## src/rtl/iram_boot_ctrl_pkg.sv

```systemverilog
// Shared definitions for the instruction-RAM boot controller.
// State encodings, word geometry and the default iram depth.
// Optional feature macro: IRAM_BOOT_CHECKSUM_EN (see iram_boot_ctrl.sv).
package iram_boot_ctrl_pkg;

    // 3-bit state encoding shared with the CPU-side definitions.
    typedef enum logic [2:0] {
        StHdr  = 3'd0,
        StData = 3'd1,
        StCsum = 3'd2,
        StRun  = 3'd3,
        StErr  = 3'd4
    } boot_state_e;

    localparam int unsigned BytesPerWord = 4;
    localparam int unsigned IramDepth    = 1024;

    // Byte address of word index idx relative to base.
    function automatic logic [31:0] word_addr(input logic [31:0] base, input logic [31:0] idx);
        return base + (idx << 2);
    endfunction

endpackage

```

## src/rtl/iram_byte_packer.sv

```systemverilog
// Packs a little-endian byte stream into 32-bit words.
// The first byte of each group lands in [7:0]; the fourth byte completes the word, which is
// presented with a 1-cycle word_valid in the following cycle.
// Not affected by IRAM_BOOT_CHECKSUM_EN.
module iram_byte_packer
    import iram_boot_ctrl_pkg::*;
(
    input  logic        clk,
    input  logic        rst_n,
    input  logic        clear,
    input  logic        byte_en,
    input  logic [7:0]  byte_data,
    output logic [31:0] word,
    output logic        word_valid
);

    logic [1:0]  idx_q;
    logic [23:0] low_q;
    logic [31:0] word_q;
    logic        word_valid_q;

    // Collect bytes; clear drops any partial word so a restarted load begins at byte 0.
    always_ff @(posedge clk) begin
        if (!rst_n || clear) begin
            idx_q        <= '0;
            low_q        <= '0;
            word_q       <= '0;
            word_valid_q <= 1'b0;
        end else begin
            word_valid_q <= 1'b0;
            if (byte_en) begin
                unique case (idx_q)
                    2'd0: low_q[7:0]   <= byte_data;
                    2'd1: low_q[15:8]  <= byte_data;
                    2'd2: low_q[23:16] <= byte_data;
                    default: begin
                        word_q       <= {byte_data, low_q};
                        word_valid_q <= 1'b1;
                    end
                endcase
                // Wraps 3 -> 0 after the last byte of a word.
                idx_q <= (idx_q == 2'(BytesPerWord - 1)) ? 2'd0 : idx_q + 2'd1;
            end
        end
    end

    assign word       = word_q;
    assign word_valid = word_valid_q;

endmodule

```

## src/rtl/iram_boot_ctrl.sv

```systemverilog
// Instruction-RAM boot controller.
// Streams a program from a byte source (header word N, then N data words, little-endian),
// writes it into iram while holding the CPU in reset, then hands the iram port to the CPU.
// Optional feature macro: IRAM_BOOT_CHECKSUM_EN adds a 32-bit trailer word that must equal
// the mod-2^32 sum of the data words; a mismatch ends in the error state.
module iram_boot_ctrl
    import iram_boot_ctrl_pkg::*;
#(
    parameter int unsigned DEPTH     = IramDepth,
    parameter logic [31:0] BASE_ADDR = 32'h0000_0000
) (
    input  logic        clk,
    input  logic        rst_n,
    input  logic        boot_req,
    input  logic        byte_valid,
    input  logic [7:0]  byte_data,
    output logic        byte_ready,
    input  logic        cpu_ena,
    input  logic [31:0] cpu_addr,
    output logic        mem_ena,
    output logic        mem_we,
    output logic [31:0] mem_addr,
    output logic [31:0] mem_wdata,
    output logic        cpu_rst_n,
    output logic        boot_busy,
    output logic        boot_err
);

`ifdef IRAM_BOOT_CHECKSUM_EN
    localparam boot_state_e AfterData = StCsum;
`else
    localparam boot_state_e AfterData = StRun;
`endif

    boot_state_e state_q;
    logic [31:0] n_q;
    logic [31:0] k_q;
    logic [31:0] addr_q;
    logic        cpu_rst_n_q;
`ifdef IRAM_BOOT_CHECKSUM_EN
    logic [31:0] sum_q;
`endif

    logic        byte_en;
    logic        pk_clear;
    logic [31:0] word;
    logic        word_valid;
    logic        is_run;
    logic        last_word;

    assign is_run     = (state_q == StRun);
    assign boot_busy  = (state_q == StHdr) || (state_q == StData) || (state_q == StCsum);
    assign boot_err   = (state_q == StErr);
    assign cpu_rst_n  = cpu_rst_n_q;
    // Held low while reset is asserted so no byte is consumed by a controller being reset.
    assign byte_ready = rst_n && boot_busy;
    assign byte_en    = byte_valid && byte_ready;
    // Packer idles cleared whenever the loader is shut out, so a restart begins on byte 0.
    assign pk_clear   = is_run || (state_q == StErr);
    assign mem_we     = (state_q == StData) && word_valid;
    assign last_word  = (k_q == n_q - 32'd1);

    iram_byte_packer u_packer (
        .clk        (clk),
        .rst_n      (rst_n),
        .clear      (pk_clear),
        .byte_en    (byte_en),
        .byte_data  (byte_data),
        .word       (word),
        .word_valid (word_valid)
    );

    // Output mux: CPU passthrough in RUN, otherwise the write port with the address held.
    always_comb begin
        mem_ena   = mem_we;
        mem_addr  = addr_q;
        mem_wdata = word;
        if (is_run) begin
            mem_ena  = cpu_ena;
            mem_addr = cpu_addr;
        end else if (mem_we) begin
            mem_addr = word_addr(BASE_ADDR, k_q);
        end
    end

    // Load sequencer: header decode, word counting, checksum and the registered CPU reset.
    always_ff @(posedge clk) begin
        if (!rst_n) begin
            state_q     <= StHdr;
            n_q         <= '0;
            k_q         <= '0;
            addr_q      <= BASE_ADDR;
            cpu_rst_n_q <= 1'b0;
`ifdef IRAM_BOOT_CHECKSUM_EN
            sum_q       <= '0;
`endif
        end else begin
            addr_q      <= mem_addr;
            cpu_rst_n_q <= is_run;
            unique case (state_q)
                StHdr: begin
                    if (word_valid) begin
                        n_q <= word;
                        k_q <= '0;
                        // Oversized images are rejected before any write can leave iram.
                        if (word == 32'd0) begin
                            state_q <= AfterData;
                        end else if (word > 32'(DEPTH)) begin
                            state_q <= StErr;
                        end else begin
                            state_q <= StData;
                        end
                    end
                end
                StData: begin
                    if (word_valid) begin
                        k_q <= k_q + 32'd1;
`ifdef IRAM_BOOT_CHECKSUM_EN
                        sum_q <= sum_q + word;
`endif
                        if (last_word) begin
                            state_q <= AfterData;
                        end
                    end
                end
`ifdef IRAM_BOOT_CHECKSUM_EN
                StCsum: begin
                    if (word_valid) begin
                        state_q <= (word == sum_q) ? StRun : StErr;
                    end
                end
`endif
                StRun, StErr: begin
                    if (boot_req) begin
                        state_q <= StHdr;
                        n_q     <= '0;
                        k_q     <= '0;
`ifdef IRAM_BOOT_CHECKSUM_EN
                        sum_q   <= '0;
`endif
                    end
                end
                default: begin
                    state_q <= StHdr;
                end
            endcase
        end
    end

endmodule
```

## config.mk

```make
export PLATFORM = sky130hd
export DESIGN_NAME = iram_boot_ctrl
export DESIGN_NICKNAME = d
export VERILOG_FILES = /design/src/rtl/iram_boot_ctrl_pkg.sv /design/src/rtl/iram_byte_packer.sv /design/src/rtl/iram_boot_ctrl.sv
export SDC_FILE = /design/constraint.sdc
export NUM_CORES = 1
export LEC_CHECK = 0
export BUFFER_PORTS_ARGS = -buffer_cell sky130_fd_sc_hd__clkbuf_2
export CAP_MARGIN = 5
export CORE_ASPECT_RATIO = 1.4
export CORE_MARGIN = 2
export CORE_UTILIZATION = 55
export DETAILED_ROUTE_END_ITERATION = 8
export PLACE_DENSITY = 0.86
export SLEW_MARGIN = 20
export SYNTH_ARGS = -nofsm -noshare
export SYNTH_HDL_FRONTEND = slang
export SYNTH_HIERARCHICAL = 1
export SYNTH_SLANG_ARGS = --single-unit
```

## constraint.sdc

```tcl
create_clock -name clk -period 3.55 [get_ports clk]
set_input_delay 0.71 -clock clk [delete_from_list [all_inputs] [get_ports clk]]
set_output_delay 0.71 -clock clk [all_outputs]
set_load 0.03 [all_outputs]
```

==> key figures, run 1 <==
Status
  • Status: finished, final reports clean

Logic synthesis
  • Synth warn: 6
  • Mapped Cells: slightly above 900
  • Register area share after synthesis: 0.382
  • Dominant cells by area after synthesis: dfxtp_1 (38%), a21bo_1 (5.9%), mux2i_1 (4.1%)
  • Asr flop ratio synth: 0
  • Mapped Area: 0.00834 mm2
  • Top-count cell post-synth: dfxtp_1
  • #FFs+latches synth: between 150 and 200
  • Number of synthesized flops with an enable pin: 0
  • Largest area contributor in the netlist: dfxtp_1
  • Top post-synthesis cells by count: dfxtp_1 (159), nand3_1 (67), nand2_1 (59)
  • Unique masters post-synth: 73
  • Syn_area_per_cell: 9.21 um2
  • Top cell type's share of synthesized area: 0.382
  • Most used DFF post-synth: dfxtp_1
  • Post-Syn Nets: 958

Worst setup path
  • Worst r2r src: n_q[0]$_SDFFE_PN0P_
  • Slowest CP cell: dfxtp_1
  • Crit-path cells: or2b_2 -> nor2_4 -> buf_4 -> mux2i_1 -> o21ai_0 -> clkbuf_2
  • Reg2reg path depth: 9
  • CP peak stage delay: about 0.55 ns
  • R2R setup slack: 0.92 ns
  • Worst Path Required: about 2.8 ns
  • Critical path startpoint category: register
  • Critical path arrival: 2.63 ns
  • R2r endpoint: state_q[1]$_SDFFE_PN0P_
  • Setup crit end kind: output pin
  • Critical path type: register to output pin
  • Crit Path Max Fanout: 35

Finish
  • Final instance area: ~0.0094 mm2
  • N_diodes: 0
  • Share of post-route cells with drive strength above 1: 0.233
  • Area Overhead vs Synth: 12.8%
  • # fillers: 1247
  • Net count, final: slightly above 1000

Routing
  • TritonRoute pass-1 iters: 5
  • DRT Wirelength: between 15 and 20 mm
  • Total number of vias: 6800
  • Routed len/inst: roughly 16 um
  • DR vias/cell: about 5.7
  • 1st-iter DRT viols: between 400 and 500
  • Remaining antenna violation count: 0
  • DRC violations left: 0

Place
  • DP Wirelength: approximately 13 mm
  • Cell area after placement: just under 0.009 mm2
  • Port Buffer Count: roughly 110
  • RePlAce Congestion: 0.825

Floorplanning
  • # rows: 53
  • DIE HEIGHT: approximately 150 um
  • Total I/O pin count: around 120
  • Core area: around 0.015 mm2
  • Initial Utilization: 0.559
  • Die ar.: between 0.015 and 0.02 mm2
  • Die width: ~110 um

Timing
  • Worst-Margin Slew: about 0.84 ns
  • Unrepaired setup endpoints after global routing: false
  • Period utilisation layout: 0.941
  • Slew HR: 0.439
  • Pins over their slew limit: 0
  • Post-Route Setup TNS: 0 ns
  • Fin crit period: approximately 3.3 ns
  • Worst Skew: about 0.012 ns
  • Hold Vio Cnt, Final: 0
  • Setup violators final: 0
  • FMAX: 299 MHz

Global routing
  • First-pass GRT wire length: about 30 mm
  • Total congestion overflow: 0
  • GRT Util Overall: 0.237
  • Largest net degree at the start of global routing: 66
  • Vias in the first global route: about 6200
  • Initial antenna violation count: 0

CTS
  • Postcts setup bufs: 0
  • Max clock buf depth: 2
  • Total CTS buffers: 17
  • Clk root buf: clkbuf_16
  • Hold_buf cts: 0
  • Worst-path clk slew: approximately 0.06 ns
  • H-tree depth: 4
  • CTS Sinks: ~160
  • Worst skew pair latency: roughly 0.43 ns
  • TritonCTS clock tree: built
  • CTS resizes: 0

Worst hold path
  • Hold EP: u_packer/word[3]$_SDFFE_PP0P_
  • Worst hold path class: register to register
  • Hold path cells: 2
  • HP Start: u_packer/low_q[3]$_SDFFE_PP0P_

Power
  • P per Cell Area: around 400 mW/mm2
  • Leak pwr: between 0.003 and 0.004 uW
  • Peak supply drop: 0.252 mV

Run
  • # Max-Cap Violations: 0
-- how the worst max path moves through the flow --
| stage | end | slack (ns) | cells past startpoint | startpoint |
|---|---|---|---|---|
| 2_1_floorplan | mem_addr[26] | 0.51 | 6 | state_q[0]$_SDFFE_PN0P_ |
| 4_1_cts | mem_addr[21] | 0.21 | 6 | state_q[0]$_SDFFE_PN0P_ |
| 5_1_grt | mem_addr[21] | 0.05 | 6 | state_q[0]$_SDFFE_PN0P_ |
| 3_3_place_gp | mem_addr[25] | 0.74 | 6 | state_q[0]$_SDFFE_PN0P_ |
| 3_5_place_dp | mem_addr[21] | 0.67 | 6 | state_q[0]$_SDFFE_PN0P_ |
| 6_report | mem_addr[9] | 0.21 | 6 | state_q[0]$_SDFFE_PN0P_ |
-- state kept, by name (all words and copies together), names as in the netlist --
| signal | cells |
|---|---|
| state_q | 3 |
| k_q | 32 |
| u_packer/word | 32 |
| u_packer/idx_q | 2 |
| u_packer/word_valid | 1 |
| addr_q | 32 |
| cpu_rst_n | 1 |
| u_packer/low_q | 24 |
| n_q | 32 |
-- layout make-up --
cell class                      instances  area (um2)  area share
Multi-Input combinational cell        668        4680       0.497
Sequential cell                       159        3180       0.338
Timing Repair Buffer                  127         681      0.0723
Clock buffer                           21         470      0.0500
Tap cell                              192         240      0.0255
Clock inverter                         11         129      0.0137
Inverter                                8        30.0     0.00319
-- worst max-delay path: cells and delay by family, from the launching register on --
family | cells | cell delay [ns]
and+or+nand+nor | 2 | 0.47
buffers and inverters | 2 | 0.74
muxes | 1 | 0.14
AOI/OAI and AO/OA | 1 | 0.29
DFF | 1 | 0.55
-- report_power, final --
group / switching [uW] / total, uW / leakage, uW / internal [uW]
Sequential: 6.02 / 1800 / 0.00128 / 1790
Combinational: 86.1 / 128 / 0.00210 / 42.1
Clock: 735 / 1830 / 0.000290 / 1100
Total: 827 / 3760 / 0.00367 / 2930
-- stage by stage --
stage | total power [uW] | hold WS, ns | std cells | util | setup WS [ns]
global route | 3870 | 0.476 | 1186 | 0.631 | 0.0466
detailed placement | 1960 | 0.448 | 1154 | 0.591 | 0.666
finish | 3760 | 0.455 | 1186 | 0.631 | 0.211
CTS | 3770 | 0.459 | 1186 | 0.631 | 0.212
floorplan | 1930 | 0.436 | 906 | - | 0.505
global placement | 1960 | 0.443 | 1154 | 0.591 | 0.744
-- layer usage --
| metal | part of all wire | track usage | vias to the layer above |
|---|---|---|---|
| li1 | - | - | 3385 |
| met1 | 0.41 | 0.282 | 3163 |
| met2 | 0.50 | 0.411 | 220 |
| met3 | 0.053 | 0.0462 | 32 |
| met4 | 0.030 | 0.107 | 0 |
| met5 | 0 | 0 | - |
-- placed cells by master (no fill, tap or decap), types with 4 or more instances in the layout --
cell,n
a21bo_1,49
nand2_1,59
inv_1,8
a21oi_2,30
nand3b_1,4
xnor2_1,31
nand4_1,7
nor2b_1,6
dfxtp_1,159
xor2_1,36
o211ai_1,5
mux2i_1,34
a21oi_1,40
nand3_1,67
nor3_1,14
nand2b_1,8
or3_1,10
ha_1,6
o21ai_0,41
nor4_1,14
and2_1,33
and3_1,16
a22o_1,30
a21bo_2,7
nor3b_1,5
o31ai_1,4
clkbuf_16,17
nand3_2,10
buf_4,12
nor2_1,45
clkbuf_2,114
-- kinds of logic (layout without fill, tap and decap cells) --
| family | after synthesis | count (layout) | synth area share |
|---|---|---|---|
| compound gates | 230 | 230 | 0.211 |
| buf+inv | 79 | 167 | 0.0601 |
| xor+xnor | 68 | 68 | 0.0730 |
| simple gates | 327 | 327 | 0.220 |
| mux | 36 | 36 | 0.0435 |
| flops | 159 | 159 | 0.382 |
| fa+ha+maj | 7 | 7 | 0.0105 |
Note: power is estimated with default switching activity, not from simulation.
==> run 2, diff against run 1 <==
==> constraint.sdc (replaced) <==
create_clock -name clk -period 4.15 [get_ports clk]
set_input_delay 0.83 -clock clk [delete_from_list [all_inputs] [get_ports clk]]
set_output_delay 0.83 -clock clk [all_outputs]
set_load 0.03 [all_outputs]
==> key figures, run 2 (synthesized netlist as in run 1, its figures left out) <==
CTS
  • CTS Sinks: approximately 160
  • Hold_buf cts: 0
  • Worst skew pair latency: roughly 0.42 ns
  • CTS resizes: 0
  • Total CTS buffers: 17
  • TritonCTS clock tree: built
  • Max clock buf depth: 2
  • H-tree depth: 4
  • Clk root buf: clkbuf_16
  • Postcts setup bufs: 0
  • Worst-path clk slew: around 0.060 ns

Place
  • RePlAce Congestion: 0.826
  • Port Buffer Count: about 110
  • DP Wirelength: around 13 mm
  • Cell area after placement: 0.00877 mm2

Timing
  • Worst Skew: between 0.01 and 0.015 ns
  • Worst-Margin Slew: 0.992 ns
  • Setup violators final: 0
  • Slew HR: 0.339
  • Fin crit period: around 3.5 ns
  • Post-Route Setup TNS: 0 ns
  • Unrepaired setup endpoints after global routing: false
  • Period utilisation layout: 0.833
  • FMAX: 289 MHz
  • Pins over their slew limit: 0
  • Hold Vio Cnt, Final: 0

Power
  • Part of the power in combinational logic: 0.034
  • Switch share: 0.217
  • Peak supply drop: ~0.17 mV
  • P_int: 2510 uW
  • Leak pwr: ~0.0036 uW
  • P per Cell Area: around 340 mW/mm2
  • Sequential power share: 0.480
  • Clk network pwr share: 0.486
  • Sw Pwr: a little under 700 uW

Worst hold path
  • Worst hold path class: register to register

Global routing
  • First-pass GRT wire length: slightly above 30 mm
  • Initial antenna violation count: 0
  • GRT Util Overall: 0.240
  • Largest net degree at the start of global routing: 66
  • Vias in the first global route: 6346
  • Total congestion overflow: 0

Finish
  • Most frequent cells in the layout: dfxtp_1 (159), clkbuf_2 (114), nand3_1 (67)
  • Register area: about 0.0032 mm2
  • N_diodes: 0
  • Share of post-route cells with drive strength above 1: 0.229
  • Final instance area: 0.00937 mm2
  • Area Overhead vs Synth: 12.3%
  • Area occupied by multi-input gates: approximately 0.0047 mm2
  • # fillers: between 1000 and 1500
  • Net count, final: between 1000 and 1500
  • Most common cell after layout, fill and taps aside: dfxtp_1

Floorplanning
  • Total I/O pin count: around 120
  • Core area: 0.0149 mm2
  • Initial Utilization: 0.559
  • Die width: ~110 um
  • DIE HEIGHT: around 150 um
  • # rows: 53
  • Die ar.: around 0.016 mm2

Worst setup path
  • Setup crit end kind: output pin
  • Worst Path Required: 3.32 ns
  • Slowest CP cell: dfxtp_1
  • CP peak stage delay: approximately 0.55 ns
  • CP Buf/Inv Count: 2
  • Crit Path Max Fanout: 35
  • Crit-path cells: or2b_2 -> nor2_4 -> buf_4 -> mux2i_1 -> o21ai_0 -> clkbuf_2
  • Critical path arrival: about 2.6 ns
  • Critical path type: register to output pin
  • Critical path startpoint category: register
  • Top delay family on crit path: buffers and inverters

Status
  • Status: finished, final reports clean

Routing
  • Remaining antenna violation count: 0
  • Routed len/inst: around 16 um
  • Total number of vias: 6787
  • DRT Wirelength: about 19 mm
  • DR vias/cell: around 5.8
  • 1st-iter DRT viols: ~430
  • TritonRoute pass-1 iters: 5
  • DRC violations left: 0

Run
  • # Max-Cap Violations: 0
[run 2: final cells by class]
cell class / instances / area share
multi-input combinational: 668 / 0.499
clock inverter: 11 / 0.0139
timing repair buffer: 121 / 0.0679
inverter: 8 / 0.00321
tap: 192 / 0.0256
sequential: 159 / 0.340
clock buffer: 21 / 0.0502
[run 2: routing by layer]
metal | track usage | vias to the layer above | wire length (um)
li1 | - | 3378 | -
met1 | 0.282 | 3200 | 8230
met2 | 0.421 | 167 | 9600
met3 | 0.0396 | 42 | 728
met4 | 0.113 | 0 | 555
met5 | 0 | - | 0
[run 2: power groups by stage]
stage                     clock network, uW  registers (uW)  logic [uW]
after global placement                    0            1570         107
after CTS                              1570            1540         109
after floorplan                           0            1570        82.3
after global routing                   1640            1540         120
after detailed placement                  0            1570         108
final                                  1560            1540         109
[run 2: stage by stage]
stage / worst slack [ns] / hold slack, ns / instances / power [uW] / util
finish: 0.692 / 0.455 / 1180 / 3200 / 0.628
global route: 0.534 / 0.472 / 1180 / 3300 / 0.628
CTS: 0.708 / 0.455 / 1180 / 3220 / 0.628
detailed placement: 1.15 / 0.443 / 1148 / 1680 / 0.588
global placement: 1.18 / 0.442 / 1148 / 1680 / 0.588
floorplan: 0.985 / 0.436 / 906 / 1650 / -
[run 2: path summary, 6_finish.rpt]
check	slack, ns	endpoint	startpoint	depth (start not counted)
max	0.69	mem_addr[20]	state_q[0]$_SDFFE_PN0P_	6
min	0.45	u_packer/word[2]$_SDFFE_PP0P_	u_packer/low_q[2]$_SDFFE_PP0P_	2
max reg2reg	1.29	state_q[1]$_SDFFE_PN0P_	n_q[0]$_SDFFE_PN0P_	9
min reg2reg	0.45	u_packer/word[2]$_SDFFE_PP0P_	u_packer/low_q[2]$_SDFFE_PP0P_	2
[run 2: worst min-delay path: cells and delay by family (launching register included)]
family | cells | cell delay (ns)
DFF | 1 | 0.32
AOI/OAI and AO/OA | 1 | 0.04
and+or+nand+nor | 1 | 0.06
==> run 3, diff against run 2 <==
--- a/config.mk
+++ b/config.mk
@@ -5,13 +5,14 @@
 export SDC_FILE = /design/constraint.sdc
 export NUM_CORES = 1
 export LEC_CHECK = 0
+export ABC_AREA = 1
 export BUFFER_PORTS_ARGS = -buffer_cell sky130_fd_sc_hd__clkbuf_2
 export CAP_MARGIN = 5
 export CORE_ASPECT_RATIO = 1.4
 export CORE_MARGIN = 2
 export CORE_UTILIZATION = 55
 export DETAILED_ROUTE_END_ITERATION = 8
-export PLACE_DENSITY = 0.86
+export PLACE_DENSITY = 0.85
 export SLEW_MARGIN = 20
 export SYNTH_ARGS = -nofsm -noshare
 export SYNTH_HDL_FRONTEND = slang
==> constraint.sdc (replaced) <==
create_clock -name clk -period 3.2 [get_ports clk]
set_input_delay 0.64 -clock clk [delete_from_list [all_inputs] [get_ports clk]]
set_output_delay 0.64 -clock clk [all_outputs]
set_load 0.03 [all_outputs]
==> key figures, run 3 <==
Timing
  • Post-Route Setup TNS: 0 ns
  • Hold slack: about 0.48 ns
  • Setup violators final: 0
  • Pins over their slew limit: 0
  • Hold Vio Cnt, Final: 0
  • Worst Skew: 0.00928 ns
  • Final worst slack: between 0.2 and 0.25 ns
  • Period utilisation layout: 0.933
  • Fin crit period: between 2 and 3 ns
  • Slew HR: 0.523
  • FMAX: approximately 340 MHz
  • Unrepaired setup endpoints after global routing: false
  • Worst-Margin Slew: between 0.7 and 0.8 ns

Worst setup path
  • Top delay family on crit path: buffers and inverters
  • Most frequent CP cell: inv_2
  • Worst Path Required: roughly 2.6 ns
  • Setup crit end kind: output pin
  • Slowest CP cell: dfxtp_1
  • Critical path arrival: roughly 2.3 ns
  • CP peak stage delay: 0.33 ns
  • CP Buf/Inv Count: 5
  • Critical path type: register to output pin
  • Crit-path cells: inv_2 -> nand2_1 -> nor2_2 -> inv_2 -> nor2_4 -> buf_12 -> inv_2 -> o21ai_0 -> a21oi_1 -> nor2_1 -> clkbuf_2
  • R2R setup slack: 0.81 ns
  • Crit Path Max Fanout: 58
  • Critical path startpoint category: register

Place
  • RePlAce Congestion: between 0.9 and 1
  • DP Wirelength: 17.1 mm
  • Place WS: between 0.6 and 0.7 ns
  • Cell area after placement: between 0.009 and 0.01 mm2
  • Port Buffer Count: 114

Global routing
  • First-pass GRT wire length: 38.3 mm
  • Initial antenna violation count: 0
  • Largest net degree at the start of global routing: 66
  • Total congestion overflow: 0
  • Vias in the first global route: 8165
  • GRT Util Overall: 0.271

Routing
  • DRC violations left: 0
  • Highest routed layer: met4
  • Met2 WL post-DR: about 12 mm
  • TritonRoute pass-1 iters: 5
  • 1st-iter DRT viols: ~540
  • Met1 WL: 9.06 mm
  • DRT Wirelength: between 20 and 25 mm
  • Remaining antenna violation count: 0
  • Routed len/inst: 14.0 um
  • Total number of vias: slightly below 9000
  • DR vias/cell: approximately 5.3
  • WL met3: approximately 1.4 mm

CTS
  • TritonCTS clock tree: built
  • Hold_buf cts: 0
  • Max clock buf depth: 2
  • CTS resizes: 0
  • Worst skew pair latency: roughly 0.44 ns
  • CTS Sinks: about 160
  • Worst-path clk slew: ~0.06 ns
  • Clk root buf: clkbuf_16
  • H-tree depth: 4
  • Total CTS buffers: 17
  • Postcts setup bufs: 0

Power
  • Clk network pwr share: 0.401
  • Sequential power share: 0.382
  • Peak supply drop: between 0.3 and 0.4 mV
  • P_int: around 3800 uW
  • Total Power: between 5000 and 6000 uW
  • Sw Pwr: approximately 1800 uW
  • P per Cell Area: 551 mW/mm2
  • Part of the power in combinational logic: 0.217
  • Switch share: 0.322
  • Leak pwr: roughly 0.0049 uW

Logic synthesis
  • Unique masters post-synth: 41
  • Synth warn: 6
  • Most used DFF post-synth: dfxtp_1
  • Syn_area_per_cell: 6.49 um2
  • #FFs+latches synth: roughly 160
  • Number of synthesized flops with an enable pin: 0
  • Post-Syn Nets: approximately 1400
  • Dominant cells by area after synthesis: dfxtp_1 (36%), nand2_1 (15%), nor2_1 (9.4%)
  • Register area share after synthesis: 0.360
  • Mapped Cells: 1364
  • Largest area contributor in the netlist: dfxtp_1
  • Top-count cell post-synth: nand2_1
  • Asr flop ratio synth: 0
  • Top cell type's share of synthesized area: 0.360
  • Top post-synthesis cells by count: nand2_1 (361), nor2_1 (222), dfxtp_1 (159)
  • Mapped Area: 0.00885 mm2

Finish
  • Most common cell after layout, fill and taps aside: nand2_1
  • Most frequent cells in the layout: nand2_1 (361), nor2_1 (222), dfxtp_1 (159)
  • Net count, final: 1500
  • N_diodes: 0
  • Final instance area: approximately 0.010 mm2
  • Share of post-route cells with drive strength above 1: 0.147
  • Area Overhead vs Synth: 13.8%
  • # fillers: roughly 1400

Floorplanning
  • Total I/O pin count: roughly 120
  • # rows: 54
  • Die ar.: 0.0171 mm2
  • Die width: between 100 and 150 um
  • Core area: approximately 0.016 mm2
  • DIE HEIGHT: approximately 150 um
  • Initial Utilization: 0.564

Worst hold path
  • Worst hold path class: register to register

Status
  • Status: finished, final reports clean

Run
  • # Max-Cap Violations: 0
==> run 3: worst paths after layout <==
check / depth (start not counted) / end / start
max reg2reg: 15 / state_q[0]$_SDFFE_PN0P_ / n_q[0]$_SDFFE_PN0P_
min: 2 / n_q[31]$_SDFFE_PN0P_ / n_q[31]$_SDFFE_PN0P_
min reg2reg: 2 / n_q[31]$_SDFFE_PN0P_ / n_q[31]$_SDFFE_PN0P_
max: 11 / mem_addr[2] / state_q[2]$_SDFFE_PN0P_
==> run 3: layout make-up <==
class                   count  area (um2)  share of cell area
repair buffers            122         656              0.0651
clock buffers              18         429              0.0426
clock inverters            13         213              0.0211
well taps                 196         245              0.0244
inverters                 169         634              0.0630
flip-flops and latches    159        3180               0.316
multi-input cells         979        4710               0.468
==> run 3: power by group through the flow <==
stage	sequential [uW]	combinational [uW]	clock, uW
floorplan	2160	944	0
global placement	2160	1170	0
detailed placement	2160	1190	0
CTS	2120	1200	2250
global route	2130	1320	2310
finish	2120	1200	2220
==> run 3: worst register-to-register path, cell delays in order, from the launching register on <==
cell and delay [ns]:
dfxtp_1 0.32, inv_2 0.10, ha_1 0.23, nand3_1 0.14, nor2_1 0.35, nand2_1 0.10, nand2_1 0.07, nand2_1 0.05
a21oi_1 0.12, nand2_1 0.08, nor2_1 0.17, nand3_1 0.16, nand2_1 0.11, nand2_2 0.09, nor2_1 0.13, nor2_1 0.06
==> run 3: per-stage QoR <==
stage                     utilization  cells
after floorplan                     -   1364
after global placement          0.602   1625
after CTS                       0.642   1656
after global routing            0.642   1656
after detailed placement        0.602   1625
final                           0.642   1656
==> run 3: kinds of logic after synthesis <==
kind of cell | Yosys count | synth area share
adder cells (fa/ha/maj) | 7 | 0.00990
AND/OR/NAND/NOR | 781 | 0.392
flip-flops | 159 | 0.360
AO/OA/AOI/OAI | 151 | 0.0905
XOR/XNOR | 40 | 0.0396
buffers and inverters | 226 | 0.108
==> run 3: per-layer routing <==
layer,vias up,track usage
li1,4450,-
met1,3884,0.311
met2,325,0.475
met3,83,0.0469
met4,0,0.153
met5,-,0
